--- config.mk ---
export PLATFORM = sky130hd
export DESIGN_NAME = dmem_port_arbiter
export DESIGN_NICKNAME = d
export VERILOG_FILES = /design/src/rtl/dmem_arb_pkg.sv /design/src/rtl/dmem_rr_pick.sv /design/src/rtl/dmem_port_arbiter.sv
export SDC_FILE = /design/constraint.sdc
export NUM_CORES = 1
export LEC_CHECK = 0
export BUFFER_PORTS_ARGS = -buffer_cell sky130_fd_sc_hd__buf_2
export CORE_MARGIN = 8
export CORE_UTILIZATION = 30
export CTS_CLUSTER_SIZE = 14
export DETAILED_ROUTE_END_ITERATION = 12
export PLACE_DENSITY = 0.68
export SLEW_MARGIN = 20
export SYNTH_ARGS = -nofsm -noshare
export SYNTH_HDL_FRONTEND = slang
export SYNTH_SLANG_ARGS = --single-unit
export TNS_END_PERCENT = 30
--- constraint.sdc ---
create_clock -name clk -period 1.75 [get_ports clk]
set_clock_uncertainty 0.2 [all_clocks]
set_input_delay 0.4375 -clock clk [delete_from_list [all_inputs] [get_ports clk]]
set_output_delay 0.4375 -clock clk [all_outputs]
set_load 0.02 [all_outputs]
--- src/rtl/dmem_arb_pkg.sv ---
// dmem_arb_pkg: shared types and defaults for the data-memory port arbiter.
package dmem_arb_pkg;
    localparam int DMEM_AW = 8;
    localparam int DMEM_DW = 8;
    typedef enum logic [1:0] {IDLE, ACCESS, DONE} state_t;
    typedef logic owner_t;
endpackage

--- src/rtl/dmem_rr_pick.sv ---
// dmem_rr_pick: combinational 2-way picker, round-robin or fixed priority to port 0.
module dmem_rr_pick
    import dmem_arb_pkg::*;
(
    input  logic [1:0] req,
    input  owner_t     last,
    input  logic       rr_en,
    output logic       gnt_valid,
    output owner_t     gnt_idx
);
    always_comb begin
        gnt_valid = |req;
        gnt_idx   = &req ? (rr_en & ~last) : req[1];
    end
endmodule

--- src/rtl/dmem_port_arbiter.sv ---
// dmem_port_arbiter: serializes two requesters onto one data memory port, IDLE->ACCESS->DONE.
// Define DMEM_ARB_STATS_EN to add saturating per-port grant counters gcnt0/gcnt1.
module dmem_port_arbiter
    import dmem_arb_pkg::*;
#(
    parameter int AW    = DMEM_AW,
    parameter int DW    = DMEM_DW,
    parameter bit RR_EN = 1'b1
) (
    input  logic          clk,
    input  logic          rst,
    input  logic          req0,
    input  logic          req1,
    input  logic          we0,
    input  logic          we1,
    input  logic [AW-1:0] addr0,
    input  logic [AW-1:0] addr1,
    input  logic [DW-1:0] wdata0,
    input  logic [DW-1:0] wdata1,
    output logic          ack0,
    output logic          ack1,
    output logic [DW-1:0] rdata,
    output logic          mem_we,
    output logic [AW-1:0] mem_addr,
    output logic [DW-1:0] mem_wdata,
    input  logic [DW-1:0] mem_rdata
`ifdef DMEM_ARB_STATS_EN
    ,
    output logic [15:0]   gcnt0,
    output logic [15:0]   gcnt1
`endif
);
    state_t state;
    owner_t owner, last, gnt_idx;
    logic   lat_we, gnt_valid;

    dmem_rr_pick u_pick (
        .req      ({req1, req0}),
        .last     (last),
        .rr_en    (RR_EN),
        .gnt_valid(gnt_valid),
        .gnt_idx  (gnt_idx)
    );

    // Gating with rst drops a write caught mid-ACCESS by reset.
    assign mem_we = (state == ACCESS) & lat_we & ~rst;

    always_ff @(posedge clk) begin
        if (rst) begin
            state     <= IDLE;
            owner     <= 1'b0;
            last      <= 1'b1;
            lat_we    <= 1'b0;
            mem_addr  <= '0;
            mem_wdata <= '0;
            rdata     <= '0;
            ack0      <= 1'b0;
            ack1      <= 1'b0;
        end else begin
            case (state)
                IDLE: if (gnt_valid) begin
                    state     <= ACCESS;
                    owner     <= gnt_idx;
                    last      <= gnt_idx;
                    lat_we    <= gnt_idx ? we1 : we0;
                    mem_addr  <= gnt_idx ? addr1 : addr0;
                    mem_wdata <= gnt_idx ? wdata1 : wdata0;
                end
                ACCESS: begin
                    state <= DONE;
                    rdata <= lat_we ? rdata : mem_rdata;
                    ack0  <= ~owner;
                    ack1  <= owner;
                end
                default: begin
                    state <= IDLE;
                    ack0  <= 1'b0;
                    ack1  <= 1'b0;
                end
            endcase
        end
    end

`ifdef DMEM_ARB_STATS_EN
    always_ff @(posedge clk) begin
        if (rst) begin
            gcnt0 <= '0;
            gcnt1 <= '0;
        end else if (state == IDLE && gnt_valid) begin
            gcnt0 <= (!gnt_idx && gcnt0 != 16'hFFFF) ? gcnt0 + 16'd1 : gcnt0;
            gcnt1 <= (gnt_idx && gcnt1 != 16'hFFFF) ? gcnt1 + 16'd1 : gcnt1;
        end
    end
`endif
endmodule

Yosys cells after proc, flatten, opt, wreduce, memory -nomap -nowiden --
Index checks and enable logic that the tools add are counted.
Operators by class: eq/ne operators 2, muxes and demuxes 8, bitwise logic cells 6, reductions and logical operators 5
Operators with widths (number):
- 8-bit two-way mux | 2
- 2-bit AND reduction | 3
- 1-bit inverter | 4
- 1-bit one-hot mux with 2 select lines | 2
- 2-bit one-hot mux with 2 select lines | 1
- 1-bit AND | 2
- 2-bit by 1-bit equality test with 1-bit output (second input constant) | 1
- 2-bit zero test | 1
- 1-bit two-way mux | 2
- 2-bit two-way mux | 1
- 2-bit inequality test (second input constant) | 1
- 2-bit OR reduction | 1
Word-level totals: register bits after elaboration 31, input port bits 46, output and inout port bits 27, logic and storage cells 30

Depth between registers and ports, before layout --
Gate-level depths: netlist of the first run.
depth in word-level cells 3, gate-level depth with buffers 5, gate-level depth less buffers 3

Cells and area by module --
Synthesis of the first run repeated with hierarchy kept, for this count alone.
Unflattened totals: cell total of the unflattened synthesis 138, area, all modules 1398.8 um2
By module, submodules not included:
- dmem_port_arbiter | times used 1, cells each 135, area each 1378.8 um2, sequential area each 620.6 um2
- dmem_rr_pick | times used 1, cells each 3, area each 20.0 um2, sequential area each 0.0 um2

Least setup slack after synthesis of the first run --
OpenSTA, ideal clock, no wires.
kind input to output, from input port rst, to output port mem_we, arrival time 0.868 ns, required time 1.112 ns, setup slack 0.244 ns, stages 2, buffers on the path 0, cells stage by stage nor3b_1 -> and2_1
Between the ends: cells in the longest elaborated chain, start to end 2
Ends and longest elaborated chain:
- start: declaration | RTL line dmem_port_arbiter.sv:11 | input logic rst,
- 1-bit inverter | RTL line dmem_port_arbiter.sv:46 | assign mem_we = (state == ACCESS) & lat_we & ~rst;
- 1-bit AND | RTL line dmem_port_arbiter.sv:46
- end: declaration | RTL line dmem_port_arbiter.sv:23 | output logic mem_we,
Every way passes these cells.

Final worst setup path of the first run --
from register state[1], to output port mem_we
Between the ends: cells in the longest elaborated chain, start to end 3
Ends and longest elaborated chain:
- start: declaration | RTL line dmem_port_arbiter.sv:33 | state_t state;
- start signal: assignment | RTL line dmem_port_arbiter.sv:50 | state <= IDLE;
- start signal: assignment | RTL line dmem_port_arbiter.sv:62 | state <= ACCESS;
- start signal: assignment | RTL line dmem_port_arbiter.sv:70 | state <= DONE;
- 2-bit by 1-bit equality test with 1-bit output | RTL line dmem_port_arbiter.sv:46
- 1-bit AND (2 in a row) | RTL line dmem_port_arbiter.sv:46
Every way passes these cells.

==> impl_metrics.csv, run 1 <==
group,metric,value,unit
detailed_routing,vias,1333,
placement,dp_cells,271,
finish,stdcell_count,279,
critical_path,cp.arrival,1.05,ns
synth,synthCells,149,
detailed_routing,drt_iter0_drc,46,
cts,path_clk_slew,0.06,ns
cts,h-tree-depth,2,
synth,async_flop_share,0,%
run,drv_cap,0,
sta,drv_slew,0,
detailed_routing,wirelength,3843,um
critical_path,cp.required,1.11,ns
detailed_routing,drc,0,
sta,period_needed,1.691,ns
synth,syn_area_per_cell,9.455,um2
placement,hpwlAfterDp,2853,um
die,pin_count,73,
sta,setup_viol_count_final,0,
cts,ctsHoldBuffers,0,
die,die_x,84.53,um
grt,grt_max_degree,31,
grt,grt_pass1_vias,1351,
grt,grt_pass1_wl,6403,um
synth,post-synth-top-count-cell,"nand2_1",
synth,yosys_warnings,0,
grt,antenna_found_initial,0,
detailed_routing,vias_per_cell,4.778,
placement,io_buffers,72,
die,die_height,84.53,um
hold_path,hold_path_class,"in -> reg",
detailed_routing,firstDrtPassIters,4,
synth,synth.net_count,195,
synth,synth_edf_count,0,
run_status,outcome,"completed",
cts,cts-root-buf,"clkbuf_8",
power_and_ir_drop,post-layout-total-power,0.001769,W
sta,post-route-period-util,96.62,%
cts,clock-sinks,31,
grt,grt_overflow_total,0,
cts,cts_buffers,5,
die,start_util,30.43,%
critical_path,start_kind,"register",
synth,yosysSeqAreaShare,44.05,%
critical_path,critPathCaptureType,"output pin",
critical_path,path_class,"reg -> out",
finish,nNetsFinal,272,
synth,ys.flop_type,"dfxtp_1",
die,core_area,0.004629,mm2
detailed_routing,wire_per_inst,13.77,um
detailed_routing,wl_met1,1573,um
sta,hold_violations,0,
cts,insertion_delay,0.27,ns
finish,drive_above_1_share,45.78,%
finish,synthToLayoutAreaGrowth,35.61,%
cts,clockBufferDepth,2,
detailed_routing,route.met2.wl,1881,um
sta,tns,0,ns
detailed_routing,wl_met3,338,um
finish,diodes,0,
synth,syn-cell-area,0.001409,mm2
synth,synth_top_area_share,44.05,%
critical_path,cp_max_fo,3,
cts,cts_tree,"yes",
power_and_ir_drop,power.density,925.7,mW/mm2
synth,synth_common_cells,"35 x nand2_1, 31 x dfxtp_1, 19 x a21oi_1",
sta,rsz0062_at_grt,"false",
detailed_routing,top_layer_used,"met4",
synth,yosys-top-cells-area,"dfxtp_1 44%, a311oi_2 11%, nand2_1 9.3%",
sta,tightest_slew,0.6063,ns
synth,synth_area_leader_cell,"dfxtp_1",
grt,track_usage,11.00,%
synth,synth.ff_latch_count,31,
synth,synth.distinct_cells,24,
sta,fmax,591.4,MHz
detailed_routing,ant_nets,0,
power_and_ir_drop,ir_drop,298.1,uV
placement,gp_congestion,0.6901,
power_and_ir_drop,leakage,0.8918,nW
sta,slew_headroom,59.58,%
die,rows,25,
die,dieArea,0.007145,mm2
-- layer usage --
layer	vias to the layer above	GRT usage [%]
li1	680	-
met1	601	11.62
met2	46	18.40
met3	6	5.561
met4	0	3.883
met5	-	0
-- through the flow --
stage	instance area (um2)	setup slack, ns	hold WS, ns	util (%)
6_report	1911	0.05908	0.1434	41.27
5_1_grt	1911	0.007067	0.1358	41.27
4_1_cts	1897	0.004334	0.1304	40.97
3_5_place_dp	1804	-0.07396	0.2768	38.97
3_3_place_gp	1804	-0.02445	0.2666	38.97
2_1_floorplan	1409	0.2442	0.2663	-
-- where the power goes --
group	internal [W]	switching (W)	total, W	leakage, nW
sequential	0.000774	0.0000350	0.000809	0.257
combinational	0.000195	0.000269	0.000464	0.598
clock	0.000264	0.000231	0.000496	0.0371
-- flip-flops by register name, indices dropped and copies added, names as in the netlist --
name       flops
lat_we         1
ack0           1
ack1           1
owner          1
mem_addr       8
mem_wdata      8
rdata          8
last           1
state          2
-- final cells by class --
cell class / instances / area (um2)
Tap cell: 54 / 67.56
Timing Repair Buffer: 82 / 441.7
Sequential cell: 31 / 628.1
Clock buffer: 6 / 72.57
Multi-Input combinational cell: 105 / 696.9
Fill cell: 487 / 2719
Inverter: 1 / 3.754
-- worst paths after layout --
check | slack, ns | cells after the start | start | to
max | 0.06 | 3 | state[1] | mem_we
min | 0.14 | 2 | rst | state[1]
max reg2reg | 0.12 | 4 | state[0] | mem_wdata[6]
min reg2reg | 0.23 | 1 | state[1] | state[1]
-- cells by family (layout without fill, tap and decap cells) --
logic type	after synthesis	in the layout	synth area share, %
compound gates	40	40	24.69
buf+inv	13	89	6.837
flops	31	31	44.05
mux	10	10	7.105
simple gates	55	55	17.32
-- critical path: stages (launching register included) --
cell and delay, ns:
dfxtp_4 0.35, nor3b_2 0.16, and2_1 0.16, buf_6 0.12
-- placed cells by master, fill, tap and decap left out, drive strengths merged, types with 2 or more instances in the layout --
master	count
buf	82
nand2	35
dfxtp	31
a21oi	19
a311oi	17
nor2	11
mux2i	10
clkbuf	6
nor3	3
nor3b	2
or2	2
-- repair_timing --
action                     4_1_cts  5_1_grt
gates resized for setup          5        2
buffers inserted                 1        1
hold endpoints to repair         0        0
setup endpoints to repair        1        1
pin swaps                        0        2
(Power assumes the default switching activity.)
==> inputs of run 2 (changes only) <==
Settings changed: RECOVER_POWER set to 100.
==> impl_metrics.csv, run 2 (synthesis gave the netlist of run 1 again) <==
group,metric,value,unit
power_and_ir_drop,ir_drop,289.4,uV
detailed_routing,drt_iter0_drc,43,
sta,hold_violations,0,
sta,post-route-period-util,96.17,%
placement,io_buffers,72,
sta,slew_headroom,57.23,%
grt,grt_overflow_total,0,
placement,dp_cells,271,
run,drv_cap,0,
cts,ctsHoldBuffers,0,
power_and_ir_drop,leakage,0.7785,nW
placement,gp_congestion,0.6901,
die,die_x,84.53,um
finish,diodes,0,
critical_path,cp.required,1.11,ns
finish,stdcell_count,279,
finish,multi_input_area,646.9,um2
sta,fin_ws,0.06702,ns
die,rows,25,
finish,final_common_cell,"buf_2",
critical_path,start_kind,"register",
grt,grt_max_degree,31,
die,dieArea,0.007145,mm2
grt,antenna_found_initial,0,
cts,cts-root-buf,"clkbuf_8",
finish,nFillCells,510,
critical_path,cp_max_fo,3,
cts,cts_buffers,5,
cts,insertion_delay,0.28,ns
run_status,outcome,"completed",
detailed_routing,drc,0,
critical_path,critPathCaptureType,"output pin",
cts,clockBufferDepth,2,
placement,hpwlAfterDp,2853,um
sta,setup_viol_count_final,0,
die,die_height,84.53,um
grt,grt_pass1_vias,1351,
cts,path_clk_slew,0.06,ns
grt,grt_pass1_wl,6403,um
placement,place_ws,-0.07396,ns
power_and_ir_drop,post-layout-total-power,0.001736,W
detailed_routing,vias,1344,
sta,period_needed,1.683,ns
cts,cts_tree,"yes",
hold_path,hold_path_class,"in -> reg",
power_and_ir_drop,power.density,954.8,mW/mm2
sta,fmax,594.2,MHz
detailed_routing,ant_nets,0,
sta,rsz0062_at_grt,"false",
cts,clock-sinks,31,
sta,tightest_slew,0.6415,ns
finish,seq_area,624.3,um2
critical_path,path_class,"reg -> out",
grt,track_usage,11.00,%
sta,drv_slew,0,
die,start_util,30.43,%
finish,nNetsFinal,272,
detailed_routing,wirelength,3926,um
detailed_routing,vias_per_cell,4.817,
critical_path,cp.arrival,1.05,ns
cts,h-tree-depth,2,
finish,drive_above_1_share,29.78,%
die,core_area,0.004629,mm2
detailed_routing,firstDrtPassIters,4,
die,pin_count,73,
detailed_routing,wire_per_inst,14.07,um
finish,synthToLayoutAreaGrowth,29.04,%
finish,final_cell_mix,"43 x buf_2, 35 x nand2_1, 30 x dfxtp_1",
sta,tns,0,ns
finish,top_regs,"mem_addr x8, mem_wdata x8, rdata x8",
-- run 2: cell count changes in the layout (fill, tap and decap cells not counted), sizes merged --
cell / change
buf: -30
clkbuf: +30
-- run 2: per-layer routing --
metal / vias to the layer above / GRT usage, % / share of wire [%]
met4: 0 / 3.883 / 1.3
met1: 613 / 11.62 / 42
met2: 43 / 18.40 / 48
li1: 682 / - / -
met3: 6 / 5.561 / 8.5
met5: - / 0 / 0
-- run 2: final timing paths --
kind / start / end / slack, ns / cells after the start
setup / recovery: state[1] / mem_we / 0.07 / 3
hold / removal: rst / state[1] / 0.19 / 2
setup reg to reg: state[1] / rdata[3] / 0.12 / 5
hold reg to reg: state[1] / state[1] / 0.28 / 1
-- run 2: repair_timing --
item	4_1_cts	5_1_grt
setup endpoints to repair	1	1
buffers inserted	1	1
resized for setup	5	2
pin swaps	0	2
-- run 2: report_power, final --
group / switching, W / leakage [nW] / internal, W
sequential: 0.0000369 / 0.256 / 0.000775
combinational: 0.000257 / 0.485 / 0.000166
clock: 0.000236 / 0.0371 / 0.000264
-- run 2: final cells by class --
class | count | share of cell area, %
clock buffer | 6 | 3.992
inverter | 1 | 0.2065
multi-input combinational | 105 | 35.58
sequential | 31 | 34.34
tap | 54 | 3.716
timing repair buffer | 82 | 22.16
-- run 2: critical path, cell delays in order, from the launching register on --
cell	delay, ns
dfxtp_1	0.33
nor3b_2	0.17
and2_1	0.16
buf_6	0.12
-- run 2: through the flow --
step | utilization, % | area, um2 | hold slack, ns
3_5_place_dp | 38.97 | 1804 | 0.2768
5_1_grt | 39.27 | 1818 | 0.1964
4_1_cts | 40.97 | 1897 | 0.1304
3_3_place_gp | 38.97 | 1804 | 0.2666
6_report | 39.27 | 1818 | 0.1867
2_1_floorplan | - | 1409 | 0.2663
